## src/rtl/apb_master_arbiter_pkg.sv

```systemverilog
// Shared APB definitions: bus widths, arbiter defaults, FSM states and latched payload.
package apb_master_arbiter_pkg;

  localparam int unsigned APB_ADDR_WIDTH  = 32;
  localparam int unsigned APB_DATA_WIDTH  = 32;
  localparam int unsigned STRB_W          = APB_DATA_WIDTH / 8;

  localparam int unsigned DEFAULT_NUM_REQ = 4;
  localparam int unsigned DEFAULT_TIMEOUT = 16;

  typedef enum logic [1:0] {
    IDLE   = 2'd0,
    SETUP  = 2'd1,
    ACCESS = 2'd2
  } apb_state_t;

  typedef struct packed {
    logic                      write;
    logic [APB_ADDR_WIDTH-1:0] addr;
    logic [APB_DATA_WIDTH-1:0] wdata;
    logic [STRB_W-1:0]         strb;
    logic [2:0]                prot;
  } apb_payload_t;

endpackage

```

## src/rtl/apb_master_arbiter_rr_arbiter.sv

```systemverilog
// Combinational round-robin picker: first set req at or after ptr wins (one-hot).
module rr_arbiter #(
  parameter int unsigned N     = 4,
  parameter int unsigned PTR_W = $clog2(N)
) (
  input  logic [N-1:0]     req,
  input  logic [PTR_W-1:0] ptr,
  output logic [N-1:0]     winner
);

  logic [PTR_W-1:0] w_pos;

  // Scan from farthest to nearest so the requester closest to ptr overwrites the rest.
  always_comb begin
    winner = '0;
    w_pos  = '0;
    for (int unsigned i = N; i > 0; i--) begin
      w_pos = PTR_W'((32'(ptr) + i - 1) % N);
      if (req[w_pos]) begin
        winner        = '0;
        winner[w_pos] = 1'b1;
      end
    end
  end

endmodule

```

## src/rtl/apb_master_arbiter.sv

```systemverilog
// Round-robin arbiter sharing one APB master port among NUM_REQ requesters,
// with an ACCESS-phase timeout that completes the transfer with an error.
module apb_master_arbiter
  import apb_master_arbiter_pkg::*;
#(
  parameter int unsigned NUM_REQ = DEFAULT_NUM_REQ,
  parameter int unsigned TIMEOUT = DEFAULT_TIMEOUT
) (
  input  logic                              clk,
  input  logic                              rst,
  input  logic [NUM_REQ-1:0]                req,
  input  logic [NUM_REQ-1:0]                req_write,
  input  logic [NUM_REQ*APB_ADDR_WIDTH-1:0] req_addr,
  input  logic [NUM_REQ*APB_DATA_WIDTH-1:0] req_wdata,
  input  logic [NUM_REQ*STRB_W-1:0]         req_strb,
  input  logic [NUM_REQ*3-1:0]              req_prot,
  output logic [NUM_REQ-1:0]                gnt,
  output logic [NUM_REQ-1:0]                done,
  output logic [APB_DATA_WIDTH-1:0]         rsp_rdata,
  output logic                              rsp_error,
  output logic                              psel,
  output logic                              penable,
  output logic                              pwrite,
  output logic [APB_ADDR_WIDTH-1:0]         paddr,
  output logic [APB_DATA_WIDTH-1:0]         pwdata,
  output logic [STRB_W-1:0]                 pstrb,
  output logic [2:0]                        pprot,
  input  logic                              pready,
  input  logic                              pslverr,
  input  logic [APB_DATA_WIDTH-1:0]         prdata
);

  localparam int unsigned IDX_W = $clog2(NUM_REQ);
  localparam int unsigned CNT_W = 8;

  apb_state_t                r_state;
  logic [IDX_W-1:0]          r_ptr;     // index where the next search starts
  logic [IDX_W-1:0]          r_idx;
  logic [CNT_W-1:0]          r_cnt;
  apb_payload_t              r_pay;
  logic                      r_psel;
  logic                      r_penable;
  logic [NUM_REQ-1:0]        r_gnt;
  logic [NUM_REQ-1:0]        r_done;
  logic [APB_DATA_WIDTH-1:0] r_rsp_rdata;
  logic                      r_rsp_error;

  logic [NUM_REQ-1:0]        w_winner;
  logic [IDX_W-1:0]          w_idx;
  apb_payload_t              w_lane [NUM_REQ];
  apb_payload_t              w_sel;

  rr_arbiter #(.N(NUM_REQ), .PTR_W(IDX_W)) u_rr (
    .req    (req),
    .ptr    (r_ptr),
    .winner (w_winner)
  );

  // One-hot winner to binary index.
  always_comb begin
    w_idx = '0;
    for (int unsigned i = 0; i < NUM_REQ; i++) begin
      if (w_winner[i]) w_idx = IDX_W'(i);
    end
  end

  // Unpack the per-requester payload lanes and pick the winner's.
  always_comb begin
    for (int unsigned i = 0; i < NUM_REQ; i++) begin
      w_lane[i].write = req_write[i];
      w_lane[i].addr  = req_addr[i*APB_ADDR_WIDTH +: APB_ADDR_WIDTH];
      w_lane[i].wdata = req_wdata[i*APB_DATA_WIDTH +: APB_DATA_WIDTH];
      w_lane[i].strb  = req_strb[i*STRB_W +: STRB_W];
      w_lane[i].prot  = req_prot[i*3 +: 3];
    end
    w_sel = w_lane[w_idx];
  end

  // Arbitration / APB sequencing FSM; all outputs registered, pulses default low.
  always_ff @(posedge clk) begin
    if (rst) begin
      r_state     <= IDLE;
      r_ptr       <= '0;
      r_idx       <= '0;
      r_cnt       <= '0;
      r_pay       <= '0;
      r_psel      <= 1'b0;
      r_penable   <= 1'b0;
      r_gnt       <= '0;
      r_done      <= '0;
      r_rsp_rdata <= '0;
      r_rsp_error <= 1'b0;
    end else begin
      r_gnt       <= '0;
      r_done      <= '0;
      r_rsp_rdata <= '0;
      r_rsp_error <= 1'b0;
      case (r_state)
        IDLE: begin
          if (|req) begin
            r_state <= SETUP;
            r_idx   <= w_idx;
            r_pay   <= w_sel;
            r_psel  <= 1'b1;
            r_gnt   <= w_winner;
          end
        end
        SETUP: begin
          r_state   <= ACCESS;
          r_penable <= 1'b1;
          r_cnt     <= '0;
          r_ptr     <= (r_idx == IDX_W'(NUM_REQ - 1)) ? '0 : r_idx + 1'b1;
        end
        ACCESS: begin
          // pready takes priority over a timeout landing in the same cycle.
          if (pready || (r_cnt == CNT_W'(TIMEOUT - 1))) begin
            r_state   <= IDLE;
            r_psel    <= 1'b0;
            r_penable <= 1'b0;
            r_pay     <= '0;
            r_cnt     <= '0;
            r_done    <= NUM_REQ'(1) << r_idx;
            if (pready) begin
              r_rsp_error <= pslverr;
              r_rsp_rdata <= r_pay.write ? '0 : prdata;
            end else begin
              r_rsp_error <= 1'b1;
            end
          end else begin
            r_cnt <= r_cnt + 1'b1;
          end
        end
        default: r_state <= IDLE;
      endcase
    end
  end

  assign gnt       = r_gnt;
  assign done      = r_done;
  assign rsp_rdata = r_rsp_rdata;
  assign rsp_error = r_rsp_error;
  assign psel      = r_psel;
  assign penable   = r_penable;
  assign pwrite    = r_pay.write;
  assign paddr     = r_pay.addr;
  assign pwdata    = r_pay.wdata;
  assign pstrb     = r_pay.strb;
  assign pprot     = r_pay.prot;

endmodule

```

## config.mk

```make
export PLATFORM = sky130hd
export DESIGN_NAME = apb_master_arbiter
export DESIGN_NICKNAME = d
export VERILOG_FILES = /design/src/rtl/apb_master_arbiter_pkg.sv /design/src/rtl/apb_master_arbiter_rr_arbiter.sv /design/src/rtl/apb_master_arbiter.sv
export SDC_FILE = /design/constraint.sdc
export NUM_CORES = 1
export LEC_CHECK = 0
export CORE_AREA = 2 2 174 176
export DETAILED_ROUTE_END_ITERATION = 8
export DIE_AREA = 0 0 176 178
export SYNTH_ARGS = -nofsm -noshare
export SYNTH_HDL_FRONTEND = slang
export SYNTH_HIERARCHICAL = 1
export SYNTH_SLANG_ARGS = --single-unit
```

## constraint.sdc

```tcl
create_clock -name clk -period 3.45 [get_ports clk]
set_input_delay 0.5175 -clock clk [delete_from_list [all_inputs] [get_ports clk]]
set_output_delay 0.5175 -clock clk [all_outputs]
set_load 0.01 [all_outputs]
```

# [Word-level counts from Yosys, hierarchy flattened]
# Index checks and enable logic that the tools add are counted.
# Widths: inputs -> output; s select.
[totals] out_inout_bits=115 elab_cells=103 input_bits=328 ff_bits=129
[op_classes] eq_ne=6 n_shift=1 bitwise=6 n_reduce_logical=16 n_addsub=10 magnitude_cmp=9 mux=40
[ops] operator="$mux 72" count=4
[ops] operator="$bmux 72 s2" count=1
[ops] operator="$pmux 72 s2" count=1
[ops] operator="$mux 4" count=4
[ops] operator="$pmux 8 s2" count=1
[ops] operator="$lt 2x3->1 const B" count=4
[ops] operator="$mux 1" count=12
[ops] operator="$mux 2" count=5
[ops] operator="$add 8x1->8 const B" count=1
[ops] operator="$bmux 1 s2" count=4
[ops] operator="$demux 1 s2" count=4
[ops] operator="$eq 8x4->1 const B" count=1
[ops] operator="$ge 2x1->1 const B" count=4
[ops] operator="$mux 8" count=1
[ops] operator="$sub 2x1->2 const B" count=4
[ops] operator="$add 2x1->2 const B" count=3
[ops] operator="$pmux 2 s3" count=1
[ops] operator="$reduce_and 2->1" count=3
[ops] operator="$reduce_or 3->1" count=2
[ops] operator="$not 1->1" count=5
[ops] operator="$reduce_or 5->1" count=1
[ops] operator="$add 2x2->2 const B" count=2
[ops] operator="$eq 2x2->1 const B" count=2
[ops] operator="$logic_and 1x1->1" count=4
[ops] operator="11 further kinds" count=14

# [Longest topological paths before layout]
# Gate-level depths: netlist of run 1.
[logic_depth] ltp_word=19 depth_mapped=14 ltp_nobuf=10

# [Cells and area by module]
# Netlist of run 1, hierarchy kept.
[by_module_without_submodules] mod="apb_master_arbiter" area_each_um2=6266.0 cells_per_inst=663 instances=1 seq_area_each_um2=2582.5
[by_module_without_submodules] mod="rr_arbiter" area_each_um2=412.9 cells_per_inst=47 instances=1 seq_area_each_um2=0.0

# [Least setup slack after synthesis of run 1]
# Ideal clock, no wire load.
[synth_path] path_kind="register to register" start="register r_ptr[0]" end="register r_pay (netlist bit paddr[10])" path_buffers=4 stages_incl_launch_ff=13 setup_slack_ns=0.675 arrival_time_ns=2.656 period_less_slack_ns=2.775 t_required_ns=3.331 path_cell_list="dfxtp_1 -> buf_6 -> inv_1 -> ha_1 -> mux4_2 -> nand2b_4 -> o22ai_1 -> a31oi_1 -> buf_2 -> buf_4 -> buf_1 -> mux2i_1 -> o2bb2ai_1"
[synth_via] word_cells_on_any_way=49 classes_between="add/sub: 8; order compare: 8; mux: 28; bitwise: 1; reduce/logical: 4"
[synth_lines] item="start: declaration" line="apb_master_arbiter.sv:37" rtl="logic [IDX_W-1:0] r_ptr;"
[synth_lines] item="start signal: assignment" line="apb_master_arbiter.sv:112" rtl="r_ptr <= (r_idx == IDX_W'(NUM_REQ - 1)) ? '0 : r_idx + 1'b1;"
[synth_lines] item="$add 2x1->2" line="apb_master_arbiter_rr_arbiter.sv:18" rtl="w_pos = PTR_W'((32'(ptr) + i - 1) % N);"
[synth_lines] item="$sub 2x1->2" line="apb_master_arbiter_rr_arbiter.sv:18"
[synth_lines] item="$lt 2x3->1 (implied by the code) or $ge 2x1->1 (tied branches)" line="apb_master_arbiter_rr_arbiter.sv:21" rtl="winner[w_pos] = 1'b1;"
[synth_lines] item="$logic_and 1x1->1 (implied by the code)" line="apb_master_arbiter_rr_arbiter.sv:21"
[synth_lines] item="$mux 1 (implied by the code)" line="apb_master_arbiter_rr_arbiter.sv:21"
[synth_lines] item="$demux 1 s2"
[synth_lines] item="$mux 4 (3 in series)" line="apb_master_arbiter_rr_arbiter.sv:19" rtl="if (req[w_pos]) begin"
[synth_lines] item="$mux 4 *" line="apb_master_arbiter_rr_arbiter.sv:19"
[synth_lines] item="via w_winner[3]" line="apb_master_arbiter.sv:48" rtl="logic [NUM_REQ-1:0] w_winner;"
[synth_lines] item="$mux 2 *" line="apb_master_arbiter.sv:63" rtl="if (w_winner[i]) w_idx = IDX_W'(i);"
[synth_lines] item="$not 2->3 (implied by the code) *" line="apb_master_arbiter.sv:76" rtl="w_sel = w_lane[w_idx];"
[synth_lines] item="$bmux 72 s2 *" line="apb_master_arbiter.sv:76"
[synth_lines] item="$mux 72 (implied by the code) * (2 in series)" line="apb_master_arbiter.sv:76"
[synth_lines] item="$mux 72 *" line="apb_master_arbiter.sv:100" rtl="if (|req) begin"
[synth_lines] item="$pmux 72 s2 *" line="apb_master_arbiter.sv:98" rtl="case (r_state)"
[synth_lines] item="end signal: assignment" line="apb_master_arbiter.sv:103" rtl="r_pay <= w_sel;"
[synth_lines] item="end: declaration" line="apb_master_arbiter.sv:40" rtl="apb_payload_t r_pay;"
# Mark *: on every way through the listed nets, which the timed path passes. The rest lies on a longest branch. The select of a mux whose other input is x is not followed.
# A chain may end at the register's enable or synchronous reset.

# [Worst setup path after layout of run 1]
[layout_path] start="input req[1]" end="register r_pay (netlist bit paddr[20])"
[layout_via] elab_chain_cells=15 word_cells_on_any_way=24 classes_between="eq/ne: 1; mux: 20; bitwise: 1; reduce/logical: 2"
[layout_rtl] item="start: declaration" line="apb_master_arbiter.sv:11" rtl="input logic [NUM_REQ-1:0] req,"
[layout_rtl] item="$bmux 1 s2" line="apb_master_arbiter_rr_arbiter.sv:19"
[layout_rtl] item="$mux 1 (implied by the code)" line="apb_master_arbiter_rr_arbiter.sv:19"
[layout_rtl] item="$mux 4 (3 in series)" line="apb_master_arbiter_rr_arbiter.sv:19"
[layout_rtl] item="$mux 4 *" line="apb_master_arbiter_rr_arbiter.sv:19"
[layout_rtl] item="via w_winner[1]" line="apb_master_arbiter.sv:48"
[layout_rtl] item="$mux 1 *" line="apb_master_arbiter.sv:63"
[layout_rtl] item="$mux 2 * (2 in series)" line="apb_master_arbiter.sv:63"
[layout_rtl] item="$not 2->3 (implied by the code) *" line="apb_master_arbiter.sv:76"
[layout_rtl] item="$bmux 72 s2 *" line="apb_master_arbiter.sv:76"
[layout_rtl] item="$mux 72 (implied by the code) * (2 in series)" line="apb_master_arbiter.sv:76"
[layout_rtl] item="$mux 72 *" line="apb_master_arbiter.sv:100"
[layout_rtl] item="$pmux 72 s2 *" line="apb_master_arbiter.sv:98"
# Marks and branches as above.

==> results of run 1 <==
[placed cells by master (no fill, tap or decap), types with 4 or more instances in the layout]
master             n
o21ai_0           73
dfxtp_1          129
a211oi_1           4
and2_1            33
clkdlybuf4s50_1  442
nor2_1            14
and3_1             5
inv_1             12
o22ai_1            5
buf_12             8
mux2i_1          152
o2bb2ai_1         72
mux4_2             4
ha_1              14
nand2_1           95
buf_4             17
xor2_1             4
clkbuf_16         17
nor3_1             5
inv_6              5
a21oi_1            8
[Yosys cell counts (3+ instances only)]
| library cell | count | area share, % |
|---|---|---|
| dfxtp_1 | 129 | 39 |
| o22ai_1 | 5 | 0.47 |
| nor3_1 | 5 | 0.37 |
| buf_1 | 6 | 0.34 |
| xor2_1 | 4 | 0.52 |
| clkbuf_1 | 18 | 1.0 |
| a31oi_1 | 3 | 0.28 |
| and3_1 | 5 | 0.47 |
| o2bb2ai_1 | 72 | 9.4 |
| a21oi_1 | 8 | 0.60 |
| nor4_1 | 3 | 0.28 |
| buf_2 | 27 | 2.0 |
| mux2i_1 | 152 | 23 |
| o21ai_0 | 73 | 5.5 |
| nor2_1 | 14 | 0.79 |
| mux4_2 | 4 | 1.3 |
| inv_1 | 12 | 0.67 |
| and2_1 | 33 | 3.1 |
| ha_1 | 14 | 2.6 |
| nand2_1 | 95 | 5.3 |
| a211oi_1 | 4 | 0.45 |
[sequential cells by signal (all words and copies together) (netlist names), 2 cells and up]
signal	count
paddr	32
pwdata	32
rsp_rdata	32
r_cnt	8
done	4
gnt	4
pstrb	4
pprot	3
r_idx	2
r_ptr	2
r_state	2
[logic make-up (layout without fill, tap and decap cells)]
family / after synthesis / after routing
AOI/OAI and AO/OA: 171 / 171
and+or+nand+nor: 167 / 167
muxes: 156 / 156
DFF: 129 / 129
buffers and inverters: 67 / 512
adders and majority gates: 14 / 14
xor gates and xnor gates: 6 / 6
other: 0 / 2
[layer usage]
metal,vias up,global-route usage [%]
met5,-,0
met4,0,4.61
met3,17,5.09
met2,308,30.9
met1,3229,18.4
li1,3416,-
[where the power goes]
part	switching, mW	internal [mW]	leakage (nW)
clock	0.787	1.16	0.301
combinational	1.75	1.86	3.30
sequential	0.172	1.78	1.06
[final timing paths]
| path | end | slack, ns |
|---|---|---|
| setup reg to reg | paddr[20]$_SDFFE_PP0P_ | 0.63 |
| setup / recovery | paddr[20]$_SDFFE_PP0P_ | 0.54 |
| hold reg to reg | paddr[2]$_SDFFE_PP0P_ | 0.46 |
| hold / removal | paddr[2]$_SDFFE_PP0P_ | 0.46 |
[stage by stage]
stage	hold WS (ns)	utilization (%)	total power [mW]	setup WS, ns
global placement	0.444	39.7	5.61	0.183
detailed placement	0.445	39.7	5.63	0.0958
finish	0.460	41.8	7.51	0.544
floorplan	0.451	-	3.94	0.675
global route	0.474	41.8	7.99	0.384
CTS	0.464	41.8	7.63	0.541
[layout make-up]
class | count | area, um^2
multi-input combinational | 514 | 3840
timing repair buffer | 467 | 4710
inverter | 13 | 48.8
tap | 390 | 488
clock buffer | 17 | 425
fill | 2893 | 17100
sequential | 129 | 2580
antenna | 2 | 5.00
clock inverter | 15 | 196
==> metrics.txt, run 1 <==
# TYPE chip_impl_metric gauge
chip_impl_metric{name="clock_insertion_delay_worst_skew",unit="ns"} 0.42
chip_impl_metric{name="vias_in_the_first_global_route",unit=""} 6848
chip_impl_metric{name="initial_utilization",unit="%"} 22.7
chip_impl_metric{name="ys_seq_area_share",unit="%"} 38.7
chip_impl_metric{name="syn_inst",unit=""} 710
chip_impl_metric{name="portBuffers",unit=""} 442
chip_impl_metric{name="crit_fanout",unit=""} 27
chip_impl_metric{name="met2_length",unit="um"} 14200
chip_impl_metric{name="number_of_enable_flip_flop_cells_after_synthesis",unit=""} 0
chip_impl_info{name="min-delay-path-class",value="reg2reg"} 1
chip_impl_metric{name="place_congestion",unit=""} 0.800
chip_impl_metric{name="post_route_cells_drive_above_1_share",unit="%"} 6.06
chip_impl_metric{name="tns",unit="ns"} 0
chip_impl_metric{name="total_non_filler_cell_area_in_the_finished_layout",unit="um^2"} 12300
chip_impl_metric{name="postSynthAreaPerCell",unit="um^2"} 9.41
chip_impl_metric{name="cts-buffers-inserted",unit=""} 17
chip_impl_info{name="highest-signal-layer",value="met4"} 1
chip_impl_metric{name="holdBufCountCts",unit=""} 0
chip_impl_metric{name="min_delay_path_depth",unit=""} 1
chip_impl_info{name="synth-main-ff-cell",value="dfxtp_1"} 1
chip_impl_info{name="cp_cell_sequence",value="clkdlybuf4s50_1 > mux4_2 > nor2b_2 > nand2_1 > a31oi_4 > buf_12 > buf_4 > mux2i_1 > o21ai_0 > mux2i_1 > o2bb2ai_1"} 1
chip_impl_metric{name="number_of_synthesis_warnings",unit=""} 6
chip_impl_metric{name="timing.critical_path.arrival",unit="ns"} 3.18
chip_impl_metric{name="critical_path_buf_inv_count",unit=""} 3
chip_impl_metric{name="clock_tree.htree_level_count",unit=""} 4
chip_impl_metric{name="muxShareOfSynthArea",unit="%"} 24.1
chip_impl_metric{name="io-pin-count",unit=""} 443
chip_impl_info{name="worst_setup_path_startpoint",value="req[1]"} 1
chip_impl_info{name="r2r-start",value="r_ptr[1]$_SDFFE_PP0P_"} 1
chip_impl_metric{name="yosysUniqueCellTypes",unit=""} 41
chip_impl_metric{name="std_cell_rows",unit=""} 63
chip_impl_metric{name="core_area",unit="um^2"} 29400
chip_impl_metric{name="skew",unit="ns"} 0.0123
chip_impl_metric{name="synthAdderAreaFrac",unit="%"} 2.62
chip_impl_metric{name="via_per_inst",unit=""} 4.51
chip_impl_metric{name="synth.ff_latch_count",unit=""} 129
chip_impl_metric{name="detailedRoute.firstIterationViolations",unit=""} 311
chip_impl_metric{name="worstMarginPinSlew",unit="ns"} 0.607
chip_impl_metric{name="synth-compound-area-share",unit="%"} 17.6
chip_impl_metric{name="synth.cell_area",unit="um^2"} 6680
chip_impl_metric{name="routedLengthMet1",unit="um"} 10600
chip_impl_metric{name="fin_nets",unit=""} 1484
chip_impl_metric{name="route.final.wire_length",unit="um"} 27500
chip_impl_metric{name="detail_route.wl_per_cell",unit="um"} 17.8
chip_impl_metric{name="gr-total-overflow",unit=""} 0
chip_impl_metric{name="die-area",unit="um^2"} 31300
chip_impl_info{name="crit_slowest_cell",value="mux4_2"} 1
chip_impl_metric{name="final-instance-count-excl-fill",unit=""} 1547
chip_impl_metric{name="placedCellCount",unit=""} 1513
chip_impl_info{name="timing.critical_path.to_type",value="register"} 1
chip_impl_info{name="ctsRootBufferMaster",value="clkbuf_16"} 1
chip_impl_metric{name="power.ir.vdd_worst",unit="mV"} 0.276
chip_impl_metric{name="grt_use_total",unit="%"} 16.7
chip_impl_metric{name="final_min_period_over_clock_period",unit="%"} 84.2
chip_impl_metric{name="period_needed",unit="ns"} 2.91
chip_impl_metric{name="clock_path_buffers",unit=""} 2
chip_impl_metric{name="yosys.area_share.xor_xnor",unit="%"} 0.787
chip_impl_metric{name="grt_antenna_before_repair",unit=""} 1
chip_impl_metric{name="met3_length",unit="um"} 2340
chip_impl_metric{name="detailroute.via_count",unit=""} 6970
chip_impl_info{name="timing.hold.worst.start",value="paddr[2]$_SDFFE_PP0P_"} 1
chip_impl_metric{name="synth_async_sr_flop_share",unit="%"} 0
chip_impl_metric{name="grt_max_degree",unit=""} 52
chip_impl_metric{name="pwr_density_cell",unit="nW/um^2"} 611
chip_impl_info{name="crit_family",value="buffers and inverters"} 1
chip_impl_metric{name="dpl_cell_area",unit="um^2"} 11700
chip_impl_metric{name="postCtsSetupRepairBufs",unit=""} 0
chip_impl_metric{name="fmax_achieved",unit="MHz"} 344
chip_impl_metric{name="grt_pass1_wl",unit="um"} 39700
chip_impl_info{name="outcome",value="complete, no violations"} 1
chip_impl_metric{name="setup_viol_count_final",unit=""} 0
chip_impl_metric{name="dp_hpwl",unit="um"} 21100
chip_impl_metric{name="yosys.area_share.simple",unit="%"} 11.7
chip_impl_metric{name="timing.critical_path.slowest_cell_delay",unit="ns"} 0.58
chip_impl_metric{name="timing_max_transition_violations_final",unit=""} 0
chip_impl_info{name="clock_tree_from_tritoncts",value="built"} 1
chip_impl_metric{name="timing.slew.headroom",unit="%"} 59.5
chip_impl_metric{name="dr_pass1_iterations",unit=""} 4
chip_impl_metric{name="fp.dieH",unit="um"} 178
chip_impl_metric{name="cts.sinks",unit=""} 129
chip_impl_info{name="crit_start_category",value="primary input"} 1
chip_impl_metric{name="required",unit="ns"} 3.73
chip_impl_metric{name="rr_worst_depth",unit=""} 11
chip_impl_info{name="worst-setup-path-type",value="in2reg"} 1
chip_impl_metric{name="syn-num-nets",unit=""} 1052
chip_impl_metric{name="drt_drc",unit=""} 0
chip_impl_metric{name="ant_nets",unit=""} 0
chip_impl_metric{name="leakagePower",unit="nW"} 4.66
chip_impl_metric{name="cts.clk_slew.worst_paths",unit="ns"} 0.06
chip_impl_metric{name="timing_hold_violations_final",unit=""} 0
chip_impl_info{name="critical_path.most_common_cell",value="mux2i_1"} 1
chip_impl_info{name="main_combinational_cell_family_by_area_after_synthesis",value="multiplexers"} 1
chip_impl_metric{name="die_x_extent",unit="um"} 176
chip_impl_info{name="rsz0062_at_grt",value="false"} 1
chip_impl_metric{name="cts.repair.resized",unit=""} 0
chip_impl_metric{name="max-cap-violations",unit=""} 0
chip_impl_metric{name="cp_num_cells",unit=""} 11
chip_impl_metric{name="areaGrowthSynthToFinish",unit="%"} 84.2
Power figures use the tool's default switching activity.
==> run 2: changes to the inputs <==
clock period = 2.95 ns   (was 3.45 ns; I/O delays follow)
==> run 2 against run 1 <==
Net effect:
- worst hold slack improved by 0.00052 ns
- core utilization rose by 0.96 points
- worst setup slack worse by 0.30 ns
- cell count is 1.9% higher
- critical endpoint is now paddr[19]$_SDFFE_PP0P_
- largest cell class unchanged
- largest power group unchanged
==> metrics.txt, run 2 (synthesis results as in run 1) <==
# TYPE chip_impl_metric gauge
chip_impl_info{name="outcome",value="complete, no violations"} 1
chip_impl_metric{name="via_per_inst",unit=""} 4.40
chip_impl_metric{name="dr_pass1_iterations",unit=""} 4
chip_impl_metric{name="cts.sinks",unit=""} 129
chip_impl_info{name="layout.cells.most_common_list",value="clkdlybuf4s50_1 (442), mux2i_1 (152), dfxtp_1 (129)"} 1
chip_impl_metric{name="fmax_achieved",unit="MHz"} 369
chip_impl_metric{name="crit_fanout",unit=""} 18
chip_impl_metric{name="critical_path_buf_inv_count",unit=""} 3
chip_impl_metric{name="fp.dieH",unit="um"} 178
chip_impl_metric{name="final_util",unit="%"} 42.8
chip_impl_metric{name="postCtsSetupRepairBufs",unit=""} 0
chip_impl_metric{name="std_cell_rows",unit=""} 63
chip_impl_metric{name="clock_tree.htree_level_count",unit=""} 4
chip_impl_metric{name="cts.clk_slew.worst_paths",unit="ns"} 0.06
chip_impl_metric{name="core_area",unit="um^2"} 29400
chip_impl_info{name="regToRegEndpoint",value="paddr[19]$_SDFFE_PP0P_"} 1
chip_impl_metric{name="grt_antenna_before_repair",unit=""} 2
chip_impl_metric{name="timing.critical_path.slowest_cell_delay",unit="ns"} 0.37
chip_impl_metric{name="die_x_extent",unit="um"} 176
chip_impl_metric{name="route.final.wire_length",unit="um"} 27400
chip_impl_info{name="timing.critical_path.to_type",value="register"} 1
chip_impl_metric{name="met2_length",unit="um"} 14000
chip_impl_metric{name="cts-buffers-inserted",unit=""} 17
chip_impl_info{name="critical_path_endpoint",value="paddr[19]$_SDFFE_PP0P_"} 1
chip_impl_metric{name="period_needed",unit="ns"} 2.71
chip_impl_metric{name="io-pin-count",unit=""} 443
chip_impl_info{name="cp_cell_sequence",value="inv_1 > ha_1 > mux4_2 > nand2b_4 > o22ai_1 > a31oi_4 > buf_12 > buf_12 > mux2i_1 > o21ai_0 > mux2i_1 > o2bb2ai_1"} 1
chip_impl_metric{name="timing_max_transition_violations_final",unit=""} 0
chip_impl_metric{name="timing.critical_path.arrival",unit="ns"} 3.01
chip_impl_metric{name="areaGrowthSynthToFinish",unit="%"} 88.4
chip_impl_metric{name="place_congestion",unit=""} 0.816
chip_impl_info{name="crit_slowest_cell",value="mux4_2"} 1
chip_impl_metric{name="detailroute.via_count",unit=""} 6938
chip_impl_metric{name="drt_drc",unit=""} 0
chip_impl_metric{name="grt_pass1_wl",unit="um"} 39600
chip_impl_metric{name="skew",unit="ns"} 0.0142
chip_impl_metric{name="fin_total_pwr",unit="mW"} 8.93
chip_impl_info{name="crit_family",value="multiplexers"} 1
chip_impl_info{name="min-delay-path-class",value="reg2reg"} 1
chip_impl_metric{name="holdBufCountCts",unit=""} 0
chip_impl_metric{name="ant_nets",unit=""} 0
chip_impl_metric{name="rr_worst_depth",unit=""} 12
chip_impl_metric{name="grt_use_total",unit="%"} 16.8
chip_impl_metric{name="power.ir.vdd_worst",unit="mV"} 0.355
chip_impl_metric{name="gr-total-overflow",unit=""} 0
chip_impl_metric{name="initial_utilization",unit="%"} 22.7
chip_impl_metric{name="met3_length",unit="um"} 2040
chip_impl_metric{name="routedLengthMet1",unit="um"} 11000
chip_impl_metric{name="detailedRoute.firstIterationViolations",unit=""} 287
chip_impl_metric{name="setup_viol_count_final",unit=""} 0
chip_impl_metric{name="portBuffers",unit=""} 442
chip_impl_metric{name="final_min_period_over_clock_period",unit="%"} 91.9
chip_impl_metric{name="vias_in_the_first_global_route",unit=""} 6872
chip_impl_metric{name="worstMarginPinSlew",unit="ns"} 0.522
chip_impl_metric{name="clock_insertion_delay_worst_skew",unit="ns"} 0.43
chip_impl_info{name="highest-signal-layer",value="met4"} 1
chip_impl_info{name="most_common_cell_after_layout_fill_and_taps_aside",value="clkdlybuf4s50_1"} 1
chip_impl_metric{name="clock_path_buffers",unit=""} 2
chip_impl_metric{name="max-cap-violations",unit=""} 0
chip_impl_info{name="worst-setup-path-type",value="reg2reg"} 1
chip_impl_info{name="rsz0062_at_grt",value="false"} 1
chip_impl_info{name="r2r-start",value="r_ptr[0]$_SDFFE_PP0P_"} 1
chip_impl_metric{name="grt_max_degree",unit=""} 51
chip_impl_metric{name="total_non_filler_cell_area_in_the_finished_layout",unit="um^2"} 12600
chip_impl_info{name="clock_tree_from_tritoncts",value="built"} 1
chip_impl_metric{name="detail_route.wl_per_cell",unit="um"} 17.4
chip_impl_info{name="worst_setup_path_startpoint",value="r_ptr[0]$_SDFFE_PP0P_"} 1
chip_impl_metric{name="leakagePower",unit="nW"} 4.81
chip_impl_metric{name="tns",unit="ns"} 0
chip_impl_info{name="ctsRootBufferMaster",value="clkbuf_16"} 1
chip_impl_metric{name="dpl_cell_area",unit="um^2"} 12000
chip_impl_metric{name="timing_hold_violations_final",unit=""} 0
chip_impl_metric{name="worst-r2r-setup-slack",unit="ns"} 0.24
chip_impl_info{name="crit_start_category",value="register"} 1
chip_impl_metric{name="dp_hpwl",unit="um"} 21500
chip_impl_metric{name="required",unit="ns"} 3.25
chip_impl_metric{name="cts.repair.resized",unit=""} 0
chip_impl_metric{name="cp_num_cells",unit=""} 12
chip_impl_metric{name="pwr_density_cell",unit="nW/um^2"} 709
chip_impl_metric{name="post_route_cells_drive_above_1_share",unit="%"} 8.44
chip_impl_metric{name="fin_nets",unit=""} 1515
chip_impl_metric{name="timing.slew.headroom",unit="%"} 64.9
chip_impl_metric{name="die-area",unit="um^2"} 31300
## run 2: changes by cell type in the layout (fill, tap and decap cells not counted)
cell,before,now
buf_12,8,17
inv_8,3,1
inv_6,5,3
buf_4,17,39
clkinv_2,1,2
clkinvlp_4,2,5
bufinv_16,3,1
clkinv_4,1,2
## run 2: per-stage QoR
stage               hold WS (ns)  setup slack, ns  cells
global route               0.472           0.0815   1577
CTS                        0.466            0.227   1575
finish                     0.461            0.240   1577
detailed placement         0.446           -0.140   1544
floorplan                  0.451            0.175    710
global placement           0.443           -0.140   1544
## run 2: worst min path at each step
stage	cells past startpoint	from	endpoint
finish	1	pwdata[23]$_SDFFE_PP0P_	pwdata[23]$_SDFFE_PP0P_
global route	1	paddr[1]$_SDFFE_PP0P_	paddr[1]$_SDFFE_PP0P_
CTS	1	paddr[24]$_SDFFE_PP0P_	paddr[24]$_SDFFE_PP0P_
detailed placement	1	paddr[1]$_SDFFE_PP0P_	paddr[1]$_SDFFE_PP0P_
global placement	1	pprot[1]$_SDFFE_PP0P_	pprot[1]$_SDFFE_PP0P_
floorplan	2	r_state[1]$_SDFFE_PP0P_	r_state[1]$_SDFFE_PP0P_
## run 2: per-layer routing
layer / up-vias / track usage [%]
met4: 0 / 5.68
met5: - / 0
met1: 3144 / 18.7
met3: 22 / 5.05
met2: 285 / 30.6
li1: 3487 / -
## run 2: layout make-up
type	instances	area, um^2
fillers	2844	16800
repair buffers	498	5060
multi-input cells	514	3840
flip-flops and latches	129	2580
well taps	390	488
clock buffers	17	425
clock inverters	14	133
inverters	13	48.8
diodes	2	5.00
## run 2: power by group
group / total [mW] / internal (mW) / leakage, nW / switching [mW]
clock network: 2.06 / 1.17 / 0.260 / 0.894
logic: 4.58 / 2.47 / 3.49 / 2.11
registers: 2.29 / 2.09 / 1.06 / 0.198
total: 8.93 / 5.72 / 4.81 / 3.21
==> run 3: changes to the inputs <==
PLACE_DENSITY = 0.62   (was default)
==> run 3 against run 2 <==
Net effect:
- cell count shrank 0.25%
- sequential cell count is the same
- register-to-register slack gained 0.02 ns
- global-route usage shrank 0.86 points
- non-clock buffer count shrank 3
- core utilization is essentially flat
- worst setup slack gained 0.018 ns
- clock power grew 5%
- sequential power is essentially flat
- routed wire length shrank 3.9%
- first-iteration DRC count shrank 26%
==> metrics.txt, run 3 (synthesis results as in run 1) <==
# TYPE chip_impl_metric gauge
chip_impl_metric{name="die-area",unit="um^2"} 31300
chip_impl_metric{name="dp_hpwl",unit="um"} 20500
chip_impl_metric{name="setup_viol_count_final",unit=""} 0
chip_impl_metric{name="clock_path_buffers",unit=""} 2
chip_impl_metric{name="io-pin-count",unit=""} 443
chip_impl_info{name="rsz0062_at_grt",value="false"} 1
chip_impl_metric{name="timing_max_transition_violations_final",unit=""} 0
chip_impl_metric{name="std_cell_rows",unit=""} 63
chip_impl_metric{name="pwr_density_cell",unit="nW/um^2"} 708
chip_impl_metric{name="power.ir.vdd_worst",unit="mV"} 0.326
chip_impl_info{name="regToRegEndpoint",value="paddr[23]$_SDFFE_PP0P_"} 1
chip_impl_metric{name="timing.critical_path.arrival",unit="ns"} 3.00
chip_impl_info{name="crit_start_category",value="register"} 1
chip_impl_metric{name="cts.sinks",unit=""} 129
chip_impl_metric{name="via_per_inst",unit=""} 4.43
chip_impl_metric{name="place_congestion",unit=""} 0.820
chip_impl_info{name="worst-setup-path-type",value="reg2reg"} 1
chip_impl_metric{name="grt_pass1_wl",unit="um"} 38600
chip_impl_metric{name="required",unit="ns"} 3.25
chip_impl_metric{name="cts.repair.resized",unit=""} 0
chip_impl_metric{name="post_route_cells_drive_above_1_share",unit="%"} 8.28
chip_impl_metric{name="detailroute.via_count",unit=""} 6971
chip_impl_metric{name="portBuffers",unit=""} 442
chip_impl_metric{name="cts-buffers-inserted",unit=""} 17
chip_impl_metric{name="detailedPlace.worstSlack",unit="ns"} -0.108
chip_impl_metric{name="holdBufCountCts",unit=""} 0
chip_impl_metric{name="crit_fanout",unit=""} 14
chip_impl_metric{name="clock_tree.htree_level_count",unit=""} 4
chip_impl_info{name="timing.critical_path.to_type",value="register"} 1
chip_impl_metric{name="skew",unit="ns"} 0.0194
chip_impl_info{name="most_common_cell_after_layout_fill_and_taps_aside",value="clkdlybuf4s50_1"} 1
chip_impl_metric{name="detail_route.wl_per_cell",unit="um"} 16.8
chip_impl_info{name="r2r-start",value="r_ptr[0]$_SDFFE_PP0P_"} 1
chip_impl_metric{name="leakagePower",unit="nW"} 4.82
chip_impl_metric{name="fin_nets",unit=""} 1512
chip_impl_metric{name="initial_utilization",unit="%"} 22.7
chip_impl_info{name="clock_tree_from_tritoncts",value="built"} 1
chip_impl_metric{name="worst-r2r-setup-slack",unit="ns"} 0.26
chip_impl_info{name="min-delay-path-class",value="reg2reg"} 1
chip_impl_metric{name="fp.dieH",unit="um"} 178
chip_impl_metric{name="gr-total-overflow",unit=""} 0
chip_impl_metric{name="fillCellCount",unit=""} 2864
chip_impl_metric{name="postCtsSetupRepairBufs",unit=""} 0
chip_impl_metric{name="route.final.wire_length",unit="um"} 26400
chip_impl_metric{name="timing.slew.headroom",unit="%"} 66.0
chip_impl_metric{name="finalWorstSetupSlack",unit="ns"} 0.258
chip_impl_metric{name="fmax_achieved",unit="MHz"} 371
chip_impl_metric{name="worstMarginPinSlew",unit="ns"} 0.505
chip_impl_metric{name="max-cap-violations",unit=""} 0
chip_impl_metric{name="ant_nets",unit=""} 0
chip_impl_info{name="worst_setup_path_startpoint",value="r_ptr[0]$_SDFFE_PP0P_"} 1
chip_impl_metric{name="dr_pass1_iterations",unit=""} 4
chip_impl_info{name="layout.cells.most_common_list",value="clkdlybuf4s50_1 (442), mux2i_1 (152), dfxtp_1 (129)"} 1
chip_impl_metric{name="clock_insertion_delay_worst_skew",unit="ns"} 0.42
chip_impl_metric{name="grt_use_total",unit="%"} 15.9
chip_impl_metric{name="final_min_period_over_clock_period",unit="%"} 91.3
chip_impl_info{name="critical_path_endpoint",value="paddr[23]$_SDFFE_PP0P_"} 1
chip_impl_metric{name="core_area",unit="um^2"} 29400
chip_impl_metric{name="timing_hold_violations_final",unit=""} 0
chip_impl_metric{name="cts.clk_slew.worst_paths",unit="ns"} 0.07
chip_impl_metric{name="drt_drc",unit=""} 0
chip_impl_metric{name="vias_in_the_first_global_route",unit=""} 6875
chip_impl_metric{name="areaGrowthSynthToFinish",unit="%"} 88.5
chip_impl_metric{name="rr_worst_depth",unit=""} 12
chip_impl_metric{name="grt_antenna_before_repair",unit=""} 0
chip_impl_metric{name="period_needed",unit="ns"} 2.69
chip_impl_metric{name="n_antenna_cell",unit=""} 0
chip_impl_metric{name="grt_max_degree",unit=""} 61
chip_impl_metric{name="detailedRoute.firstIterationViolations",unit=""} 211
chip_impl_metric{name="die_x_extent",unit="um"} 176
chip_impl_info{name="ctsRootBufferMaster",value="clkbuf_16"} 1
chip_impl_info{name="outcome",value="complete, no violations"} 1
chip_impl_metric{name="holdWs",unit="ns"} 0.460
## run 3: area by class of cell
class | count | area [um^2] | share of cell area, %
Tap cell | 390 | 488 | 3.88
Inverter | 13 | 48.8 | 0.388
Multi-Input combinational cell | 514 | 3840 | 30.5
Clock buffer | 17 | 425 | 3.38
Clock inverter | 15 | 181 | 1.44
Sequential cell | 129 | 2580 | 20.5
Timing Repair Buffer | 495 | 5020 | 39.9
## run 3: critical path: stages, from the launching register on
cell and delay [ns]:
dfxtp_1 0.35, inv_1 0.10, ha_1 0.35, mux4_2 0.37, nand2b_4 0.10, o22ai_1 0.11
a31oi_4 0.25, buf_12 0.20, buf_12 0.18, mux2i_1 0.18, o21ai_0 0.08, mux2i_1 0.20
o2bb2ai_1 0.08
## run 3: where the power goes
group	total, mW	switching (mW)	internal, mW
clock	2.16	1.01	1.15
combinational	4.48	2.05	2.42
sequential	2.29	0.203	2.09
## run 3: worst min-delay path by stage
stage               slack [ns]  cells past startpoint                      end                    start
global route              0.48                      1   paddr[28]$_SDFFE_PP0P_   paddr[28]$_SDFFE_PP0P_
detailed placement        0.45                      1   paddr[12]$_SDFFE_PP0P_   paddr[12]$_SDFFE_PP0P_
global placement          0.44                      1  pwdata[12]$_SDFFE_PP0P_  pwdata[12]$_SDFFE_PP0P_
finish                    0.46                      1    paddr[6]$_SDFFE_PP0P_    paddr[6]$_SDFFE_PP0P_
CTS                       0.47                      1    paddr[6]$_SDFFE_PP0P_    paddr[6]$_SDFFE_PP0P_
floorplan                 0.45                      2  r_state[1]$_SDFFE_PP0P_  r_state[1]$_SDFFE_PP0P_
## run 3: stage by stage
step,utilization (%),TNS [ns],cells,power [mW],cell area (um^2)
after floorplan,-,0,710,4.61,6680
after global placement,40.8,-0.411,1541,6.82,12000
after detailed placement,40.8,-2.07,1541,6.85,12000
after CTS,42.8,0,1573,9.07,12600
after global routing,42.8,0,1573,9.50,12600
final,42.8,0,1573,8.92,12600
## run 3: metal layers
| layer | vias to the layer above | GRT usage (%) | share of wire (%) | wire length, um |
|---|---|---|---|---|
| met1 | 3217 | 18.2 | 40 | 10600 |
| li1 | 3477 | - | - | - |
| met5 | - | 0 | 0 | 0 |
| met4 | 0 | 4.17 | 1.4 | 373 |
| met2 | 258 | 29.1 | 51 | 13400 |
| met3 | 19 | 4.69 | 7.4 | 1940 |
